--- config.mk ---
export PLATFORM = sky130hd
export DESIGN_NAME = rv_iommu_wsi_gen
export DESIGN_NICKNAME = d
export VERILOG_FILES = /design/src/rtl/rv_iommu_wsi_gen_pkg.sv /design/src/rtl/rv_iommu_wsi_pulse.sv /design/src/rtl/rv_iommu_wsi_gen.sv
export SDC_FILE = /design/constraint.sdc
export NUM_CORES = 1
export LEC_CHECK = 0
export BUFFER_PORTS_ARGS = -buffer_cell sky130_fd_sc_hd__buf_4
export CORE_AREA = 2 2 151 153
export CTS_BUF_LIST = sky130_fd_sc_hd__clkbuf_4
export CTS_CLUSTER_DIAMETER = 150
export DETAILED_ROUTE_END_ITERATION = 10
export DIE_AREA = 0 0 153 155
export PLACE_DENSITY = 0.67
export SYNTH_ARGS = -nofsm -noshare
export SYNTH_HDL_FRONTEND = slang
export SYNTH_SLANG_ARGS = --single-unit
--- constraint.sdc ---
create_clock -name clk_i -period 2.3 [get_ports clk_i]
set_input_delay 0 -clock clk_i [delete_from_list [all_inputs] [get_ports clk_i]]
set_output_delay 0 -clock clk_i [all_outputs]
set_load 0.005 [all_outputs]
--- src/rtl/rv_iommu_wsi_gen_pkg.sv ---
// Shared types and constants for the IOMMU wired-signaled interrupt generator.
package rv_iommu_wsi_gen_pkg;

    // Wire signalling mode selected by the register file
    typedef enum logic {
        WSI_MODE_LEVEL = 1'b0,
        WSI_MODE_PULSE = 1'b1
    } wsi_mode_e;

    // Per-vector pulse generator states
    typedef enum logic [1:0] {
        WSI_IDLE  = 2'd0,
        WSI_PULSE = 2'd1,
        WSI_GAP   = 2'd2
    } wsi_state_e;

    // Interrupt source indices
    localparam int unsigned SRC_CQ  = 0;
    localparam int unsigned SRC_FQ  = 1;
    localparam int unsigned SRC_HPM = 2;
    localparam int unsigned SRC_PQ  = 3;

    // Pulse width counter width
    localparam int unsigned CNT_W = 8;

    // Vector index width: at least one bit even for a single wire
    function automatic int unsigned vec_width(input int unsigned n);
        return (n > 32'd1) ? 32'($clog2(n)) : 32'd1;
    endfunction

endpackage

--- src/rtl/rv_iommu_wsi_pulse.sv ---
// One interrupt wire: follows the level input in level mode, or emits
// fixed-width pulses with a single queued retrigger in pulse mode.
module rv_iommu_wsi_pulse
    import rv_iommu_wsi_gen_pkg::*;
#(
    parameter int unsigned PULSE_CYCLES = 4
) (
    input  logic clk_i,
    input  logic rst_ni,
    input  logic en_i,
    input  logic mode_i,
    input  logic mode_chg_i,
    input  logic trig_i,
    input  logic lvl_i,
    output logic wire_o
);

    localparam logic [CNT_W-1:0] CNT_LOAD = CNT_W'(PULSE_CYCLES - 1);

    wsi_state_e       state_q;
    logic [CNT_W-1:0] cnt_q;
    logic             retrig_q;

    // Wire state machine; disable or a mode switch forces it back to idle
    always_ff @(posedge clk_i or negedge rst_ni) begin
        if (!rst_ni) begin
            state_q  <= WSI_IDLE;
            cnt_q    <= '0;
            retrig_q <= 1'b0;
            wire_o   <= 1'b0;
        end else if (!en_i || mode_chg_i || (wsi_mode_e'(mode_i) == WSI_MODE_LEVEL)) begin
            state_q  <= WSI_IDLE;
            cnt_q    <= '0;
            retrig_q <= 1'b0;
            wire_o   <= en_i & (wsi_mode_e'(mode_i) == WSI_MODE_LEVEL) & lvl_i;
        end else begin
            case (state_q)
                WSI_IDLE: begin
                    if (trig_i) begin
                        state_q <= WSI_PULSE;
                        cnt_q   <= CNT_LOAD;
                        wire_o  <= 1'b1;
                    end else begin
                        wire_o  <= 1'b0;
                    end
                end
                WSI_PULSE: begin
                    if (trig_i) begin
                        retrig_q <= 1'b1;
                    end
                    if (cnt_q == '0) begin
                        state_q <= WSI_GAP;
                        wire_o  <= 1'b0;
                    end else begin
                        cnt_q   <= cnt_q - CNT_W'(1);
                        wire_o  <= 1'b1;
                    end
                end
                WSI_GAP: begin
                    // A trigger landing in the gap itself also counts as queued
                    if (retrig_q || trig_i) begin
                        state_q  <= WSI_PULSE;
                        cnt_q    <= CNT_LOAD;
                        retrig_q <= 1'b0;
                        wire_o   <= 1'b1;
                    end else begin
                        state_q  <= WSI_IDLE;
                        wire_o   <= 1'b0;
                    end
                end
                default: begin
                    state_q  <= WSI_IDLE;
                    cnt_q    <= '0;
                    retrig_q <= 1'b0;
                    wire_o   <= 1'b0;
                end
            endcase
        end
    end

endmodule

--- src/rtl/rv_iommu_wsi_gen.sv ---
// Maps IOMMU interrupt sources onto wired-signaled interrupt lines,
// tracking per-source pending bits for ipsr readback.
module rv_iommu_wsi_gen
    import rv_iommu_wsi_gen_pkg::*;
#(
    parameter  int unsigned N_INT_VEC    = 16,
    parameter  int unsigned N_SRC        = 4,
    parameter  int unsigned PULSE_CYCLES = 4,
    localparam int unsigned VEC_W        = vec_width(N_INT_VEC)
) (
    input  logic                   clk_i,
    input  logic                   rst_ni,
    input  logic                   wsi_en_i,
    input  logic                   mode_i,
    input  logic [N_SRC-1:0]       src_ip_i,
    input  logic [N_SRC*VEC_W-1:0] src_vec_i,
    input  logic [N_SRC-1:0]       src_clr_i,
    output logic [N_SRC-1:0]       pend_o,
    output logic [N_INT_VEC-1:0]   wsi_wires_o
);

    logic [N_SRC-1:0]     src_ip_q;
    logic                 mode_q;
    logic [N_SRC-1:0]     rise_c;
    logic                 mode_chg_c;
    logic [N_INT_VEC-1:0] trig_c;
    logic [N_INT_VEC-1:0] lvl_c;

    assign rise_c     = src_ip_i & ~src_ip_q;
    assign mode_chg_c = mode_i ^ mode_q;

    // Source history, mode history and pending bits (set beats clear)
    always_ff @(posedge clk_i or negedge rst_ni) begin
        if (!rst_ni) begin
            src_ip_q <= '0;
            mode_q   <= 1'b0;
            pend_o   <= '0;
        end else begin
            src_ip_q <= src_ip_i;
            mode_q   <= mode_i;
            for (int unsigned s = 0; s < N_SRC; s++) begin
                if (rise_c[s]) begin
                    pend_o[s] <= 1'b1;
                end else if (src_clr_i[s]) begin
                    pend_o[s] <= 1'b0;
                end else if ((wsi_mode_e'(mode_i) == WSI_MODE_LEVEL) && !src_ip_i[s]) begin
                    pend_o[s] <= 1'b0;
                end
            end
        end
    end

    // Gather triggers and pending levels per vector; out-of-range indices never match
    always_comb begin
        trig_c = '0;
        lvl_c  = '0;
        for (int unsigned v = 0; v < N_INT_VEC; v++) begin
            for (int unsigned s = 0; s < N_SRC; s++) begin
                if (32'(src_vec_i[s*VEC_W +: VEC_W]) == v) begin
                    trig_c[v] = trig_c[v] | rise_c[s];
                    lvl_c[v]  = lvl_c[v]  | pend_o[s];
                end
            end
        end
    end

    // One wire generator per vector
    for (genvar v = 0; v < N_INT_VEC; v++) begin : g_vec
        rv_iommu_wsi_pulse #(
            .PULSE_CYCLES (PULSE_CYCLES)
        ) u_pulse (
            .clk_i      (clk_i),
            .rst_ni     (rst_ni),
            .en_i       (wsi_en_i),
            .mode_i     (mode_i),
            .mode_chg_i (mode_chg_c),
            .trig_i     (trig_c[v]),
            .lvl_i      (lvl_c[v]),
            .wire_o     (wsi_wires_o[v])
        );
    end

endmodule

# Yosys cells after proc, flatten, opt, wreduce, memory -nomap -nowiden
# Cells that the tools add are included.
# totals
out_inout_bits	20
ff_bits	201
elab_cells	950
input_bits	28
# classes
reduce_logical	115
n_addsub	16
n_mux	444
bitwise_logic	117
n_eq_ne	188
# ops
operator	n
2-to-1 mux 8 bit	64
case mux 8 bit (3 select lines)	16
2-to-1 mux 1 bit	268
!= test 3 x 2 -> 1 bit (second input constant)	61
equality test 4 bit (second input constant)	32
zero test 8 bit	16
subtractor 8 x 1 -> 8 bit (second input constant)	16
2-to-1 mux 2 bit	48
bitwise OR 1 bit	96
case mux 1 bit (3 select lines)	32
case mux 2 bit (3 select lines)	16
AND reduction 3 bit	32
equality test 4 x 3 -> 1 bit (second input constant)	16
!= test 3 bit (second input constant)	15
equality test 2 x 1 -> 1 bit (second input constant)	16
equality test 2 bit (second input constant)	16
equality test 4 x 2 -> 1 bit (second input constant)	8
zero test 2 bit	16
AND reduction 2 bit	16
!= test 2 bit (second input constant)	15
logical OR 1 bit	18
AND 1 bit	17
equality test 4 x 1 -> 1 bit (second input constant)	4
zero test 4 bit	4
9 further kinds	22

# Depth between registers and ports, before layout
# logic_depth
ltp_word	13
mapped_depth	8
ltp_nobuf	7

# Hierarchy
# Synthesis repeated with hierarchy kept, for this count alone.
# hier_totals
hier_cells	1393
area_unflattened_um2	13361.6
# modules_own_cells
mod	instances	cells_each	area_per_inst_um2
rv_iommu_wsi_pulse at g_vec[0].u_pulse ...	9	76	775.7
rv_iommu_wsi_pulse at g_vec[5].u_pulse ...	5	74	695.7
rv_iommu_wsi_gen	1	187	1443.9
rv_iommu_wsi_pulse at g_vec[3].u_pulse	1	76	732.0
rv_iommu_wsi_pulse at g_vec[4].u_pulse	1	76	725.7

# Worst setup path after synthesis
# No wires, ideal clock.
# synth_path
path_kind	flip-flop to flip-flop
start	register g_vec[7].u_pulse.cnt_q[4]
end	register g_vec[7].u_pulse.cnt_q[0]
path_stages_with_launch	6
arrival_time_ns	1.942
path_buffers	0
period_less_slack_ns	2.068
required_ns	2.174
setup_ns	0.126
slack_ns	0.232
cell_sequence	dfrtp_1 > or4_4 > or4b_1 > nand2_1 > o21ai_0 > a221o_1
# synth_between
elab_chain_cells	3
# synth_rtl
element	line	text
start: declaration	rv_iommu_wsi_pulse.sv:21	logic [CNT_W-1:0] cnt_q;
start signal: assignment	rv_iommu_wsi_pulse.sv:55	cnt_q <= cnt_q - CNT_W'(1);
zero test 8 bit	rv_iommu_wsi_pulse.sv:51	if (cnt_q == '0) begin
!= test 3 bit (no source line)	--	
AND reduction 3 bit (no source line)	--	
# Every way passes these cells.
# A chain may end at the register's enable or synchronous reset.

# Final worst setup path
# layout_path
start	register src_ip_q[0]
end	register g_vec[6].u_pulse.cnt_q[3]
# layout_between
elab_chain_cells	12
word_cells_on_any_way	13
cone_classes	eq/ne (2); mux (4); bitwise (5); reduce/logical (2)
# layout_rtl
element	line	text
start: declaration	rv_iommu_wsi_gen.sv:22	logic [N_SRC-1:0] src_ip_q;
start signal: assignment	rv_iommu_wsi_gen.sv:39	src_ip_q <= src_ip_i;
NOT 4 bit (*)	rv_iommu_wsi_gen.sv:29	assign rise_c = src_ip_i & ~src_ip_q;
AND 4 bit (*)	rv_iommu_wsi_gen.sv:29	
2-to-1 mux 1 bit (*)	rv_iommu_wsi_gen.sv:59	if (32'(src_vec_i[s*VEC_W +: VEC_W]) == v) begin
bitwise OR 1 bit	rv_iommu_wsi_gen.sv:60	trig_c[v] = trig_c[v] | rise_c[s];
2-to-1 mux 1 bit (*)	rv_iommu_wsi_gen.sv:59	
bitwise OR 1 bit	rv_iommu_wsi_gen.sv:60	
2-to-1 mux 1 bit (*)	rv_iommu_wsi_gen.sv:59	
bitwise OR 1 bit	rv_iommu_wsi_gen.sv:60	
2-to-1 mux 1 bit (*)	rv_iommu_wsi_gen.sv:59	
logical OR 1 bit	rv_iommu_wsi_pulse.sv:61	if (retrig_q || trig_i) begin
!= test 3 x 2 -> 1 bit (no source line)	--	
AND reduction 3 bit (no source line) (*)	--	
end signal: assignment	rv_iommu_wsi_pulse.sv:55	
end: declaration	rv_iommu_wsi_pulse.sv:21	
# Mark *: on every way between the ends. The rest lies on a longest branch, timed or not.

==> summary.txt <==
Outcome
  – Status: finished, final reports clean

Timing
  – Setup violators final: 0
  – Measured slew at the worst slew-check pin: 907 ps
  – Final period util: roughly 100%
  – Fin Setup TNS: 0 ps
  – Final Hold Viols: 0
  – Clock Skew: 54.9 ps
  – Tmin final: approximately 2300 ps
  – Pins Over Slew Limit: 0
  – F_max: 438 MHz
  – Slew Limit Headroom: 39.4%

Route
  – Starting DRT DRC Count: 725
  – DRC violations left: 0
  – Via-per-instance ratio: 6.14
  – DR WL/cell: roughly 17 um
  – Number of iterations in the first detailed-routing pass: 7
  – DR vias: 10,900
  – Final WL: 29.8 mm
  – Antenna violation net count after detailed routing: 0

Global route
  – Gr usage total: 24.9%
  – Initial antenna violation count: 1
  – Vias in the first global route: between 10,000 and 15,000
  – First-pass GRT wire length: 49.7 mm
  – Grt total ovfl: 0
  – Largest net degree at the start of global routing: 73

Floorplan
  – # rows: 55
  – Core Region: 0.0222 mm2
  – Die width: about 150 um
  – Chip height: 155 um
  – Initial Util: 53.5%
  – Die area: 0.0237 mm2
  – # IOs: 48

Flow run
  – MaxCap Viol Count: 0

CTS
  – Clock root buffer: clkbuf_4
  – Clock transition at path regs: 70 ps
  – CTS Buf Count: 57
  – TritonCTS clock tree: done
  – Clock latency on the worst-skew pair: 690 ps
  – H-tree Lvls: 2
  – Clk buf depth: 3
  – Sink Count: 201

Min path
  – WHS Path Cells: 5
  – Hold WC Path Type: primary input to flip-flop

Critical path
  – Worst path required time: 2850 ps
  – Worst Reg-to-Reg Cells: 5
  – WS Path Type: flip-flop to flip-flop
  – Critical Path Source Type: flip-flop
  – Critical Path End Type: flip-flop
  – CP Data Arrival Time: 2830 ps
  – Top fanout value on the critical path: 8

Power
  – Max VDD drop: 0.369 mV
  – Leakage: 6.29 nW
  – Pwr dens: between 500 and 600 mW/mm2

Synth
  – Ys flop type: dfrtp_1
  – Leading area contributor after synthesis: dfrtp_1
  – Post-synth cell types: 70
  – Register bit total from synthesis: 201
  – Top post-synthesis cells by area: dfrtp_1 42%, o21ai_0 5.7%, o31ai_1 3.5%
  – Area of the mapped netlist: about 0.012 mm2
  – Synth async-reset ratio: 100%
  – Synth Net Count: 1,378
  – Mapped Avg Cell Area: between 9 and 10 um2
  – Syn Inst Count: 1,318
  – Synth warnings: 0
  – EDFF count, synth: 0
  – Sequential element share of the synthesized area: a little over two fifths
  – Yosys top cell area share: a little over two fifths

Placed design
  – Placed Area: 0.0127 mm2
  – Input/output buffers: 47
  – Final HPWL DP: 20.9 mm
  – GPL Wtd Cong: 0.886

Layout
  – Design area: 0.0138 mm2
  – Fill cell count: 1,937
  – Nets: ~1,500
  – Storage cell area: 0.00503 mm2
  – Area taken by multi-input logic gates: around 0.0063 mm2
  – Area Growth Syn to Fin: 16.1%
  – Share of cells above drive strength 1: 16.2%
Yosys cell counts (all sizes together), types with 15 or more instances:
master and count:
clkbuf 31, nor2 98, or4 32, a31oi 24, ha 32, nand2 94, or3 15, nand3b 29
o31ai 55, a21oi 77, a211oi 15, nand3 37, inv 61, nor4 25, o21ai 136, o22ai 56
nor3 39, nand2b 37, buf 34, dfrtp 201, mux2i 25
logic make-up (layout without fill, tap and decap cells):
family	after synthesis	in the layout	share of synthesized area [%]
adders and majority gates	32	32	3.37
other	0	2	0
DFF	201	201	42.3
buffers and inverters	126	291	4.79
and+or+nand+nor	490	490	23.1
muxes	25	25	2.10
AOI/OAI and AO/OA	444	444	24.3
layout make-up:
cell class	count	area share (%)
Clock buffer	87	4.73
Multi-Input combinational cell	991	46.0
Timing Repair Buffer	133	8.29
Tap cell	285	2.58
Inverter	61	1.66
Sequential cell	201	36.4
Antenna cell	2	0.0363
Clock inverter	10	0.272
registers in the layout, summed over array words and instances (netlist names):
signal,flops
pend_o,4
src_ip_q,4
g_vec.u_pulse.cnt_q,128
g_vec.u_pulse.retrig_q,16
g_vec.u_pulse.wire_o,16
mode_q,1
g_vec.u_pulse.state_q,32
stage by stage:
stage | utilization, % | hold WS (ps) | power [W] | setup slack [ps] | instances
after floorplan | - | -296 | 0.00432 | 232 | 1318
after global placement | 57.3 | 72.7 | 0.00466 | 58.9 | 1639
after detailed placement | 57.3 | 72.6 | 0.00468 | -11.1 | 1639
after CTS | 61.9 | 4.18 | 0.00796 | 60.6 | 1767
after global routing | 62.1 | 13.0 | 0.00827 | -34.2 | 1770
final | 62.1 | 55.4 | 0.00785 | 14.5 | 1770
path summary, 6_finish.rpt:
kind,slack [ps],start,to
min,60,src_vec_i[5],g_vec[0].u_pulse.retrig_q
max,10,src_ip_q[0],g_vec[6].u_pulse.cnt_q[3]
max in group asynchronous,1170,rst_ni,g_vec[15].u_pulse.cnt_q[1]
min in group asynchronous,440,rst_ni,g_vec[12].u_pulse.cnt_q[3]
max reg2reg,10,src_ip_q[0],g_vec[6].u_pulse.cnt_q[3]
min reg2reg,460,g_vec[2].u_pulse.cnt_q[6],g_vec[2].u_pulse.cnt_q[6]
worst max-delay path, stage by stage (launching register included):
cell and delay, ps:
dfrtp_1 410, or4bb_1 630, o22ai_1 300, nor4_2 160
or3_1 410, o31ai_1 270
layout by cell type (no fill, tap or decap), types with 9 or more instances in the layout:
master	instances
inv_1	61
mux2i_1	25
nand2b_1	37
dfrtp_1	201
nor4_1	23
nor2_1	98
o22ai_1	47
nor3_1	34
a22o_1	9
clkinv_1	9
o41ai_1	11
a31oi_1	24
nand2_1	94
o21ai_0	136
buf_4	96
a211oi_1	15
nand3b_1	29
or4_1	31
o22a_1	9
a21oi_1	77
clkbuf_4	87
o31ai_1	55
nand3_1	36
or3_1	15
ha_1	32
nor2b_1	9
dlygate4sd3_1	31
report_power, final:
| group | internal (W) | switching (W) | leakage (nW) |
|---|---|---|---|
| combinational | 0.000401 | 0.000591 | 3.10 |
| sequential | 0.00360 | 0.0000728 | 2.77 |
| clock | 0.00169 | 0.00148 | 0.419 |
| total | 0.00570 | 0.00215 | 6.29 |
layer usage:
layer / part of all wire (%) / global-route usage (%) / up-vias / routed length [um]
met5: 0 / 0 / - / 0
met4: 2.1 / 7.23 / 0 / 617
met3: 6.0 / 4.32 / 61 / 1800
met2: 44 / 38.7 / 342 / 13200
met1: 48 / 36.0 / 5192 / 14200
li1: - / - / 5269 / -
what timing repair did:
action,CTS,global route
hold buffers,31,0
endpoints found under the setup margin,2,40
pin swaps,0,2
hold endpoints to repair,250,0
setup buffers,0,1
resized for setup,1,7
Note: power is estimated with default switching activity, not from simulation.
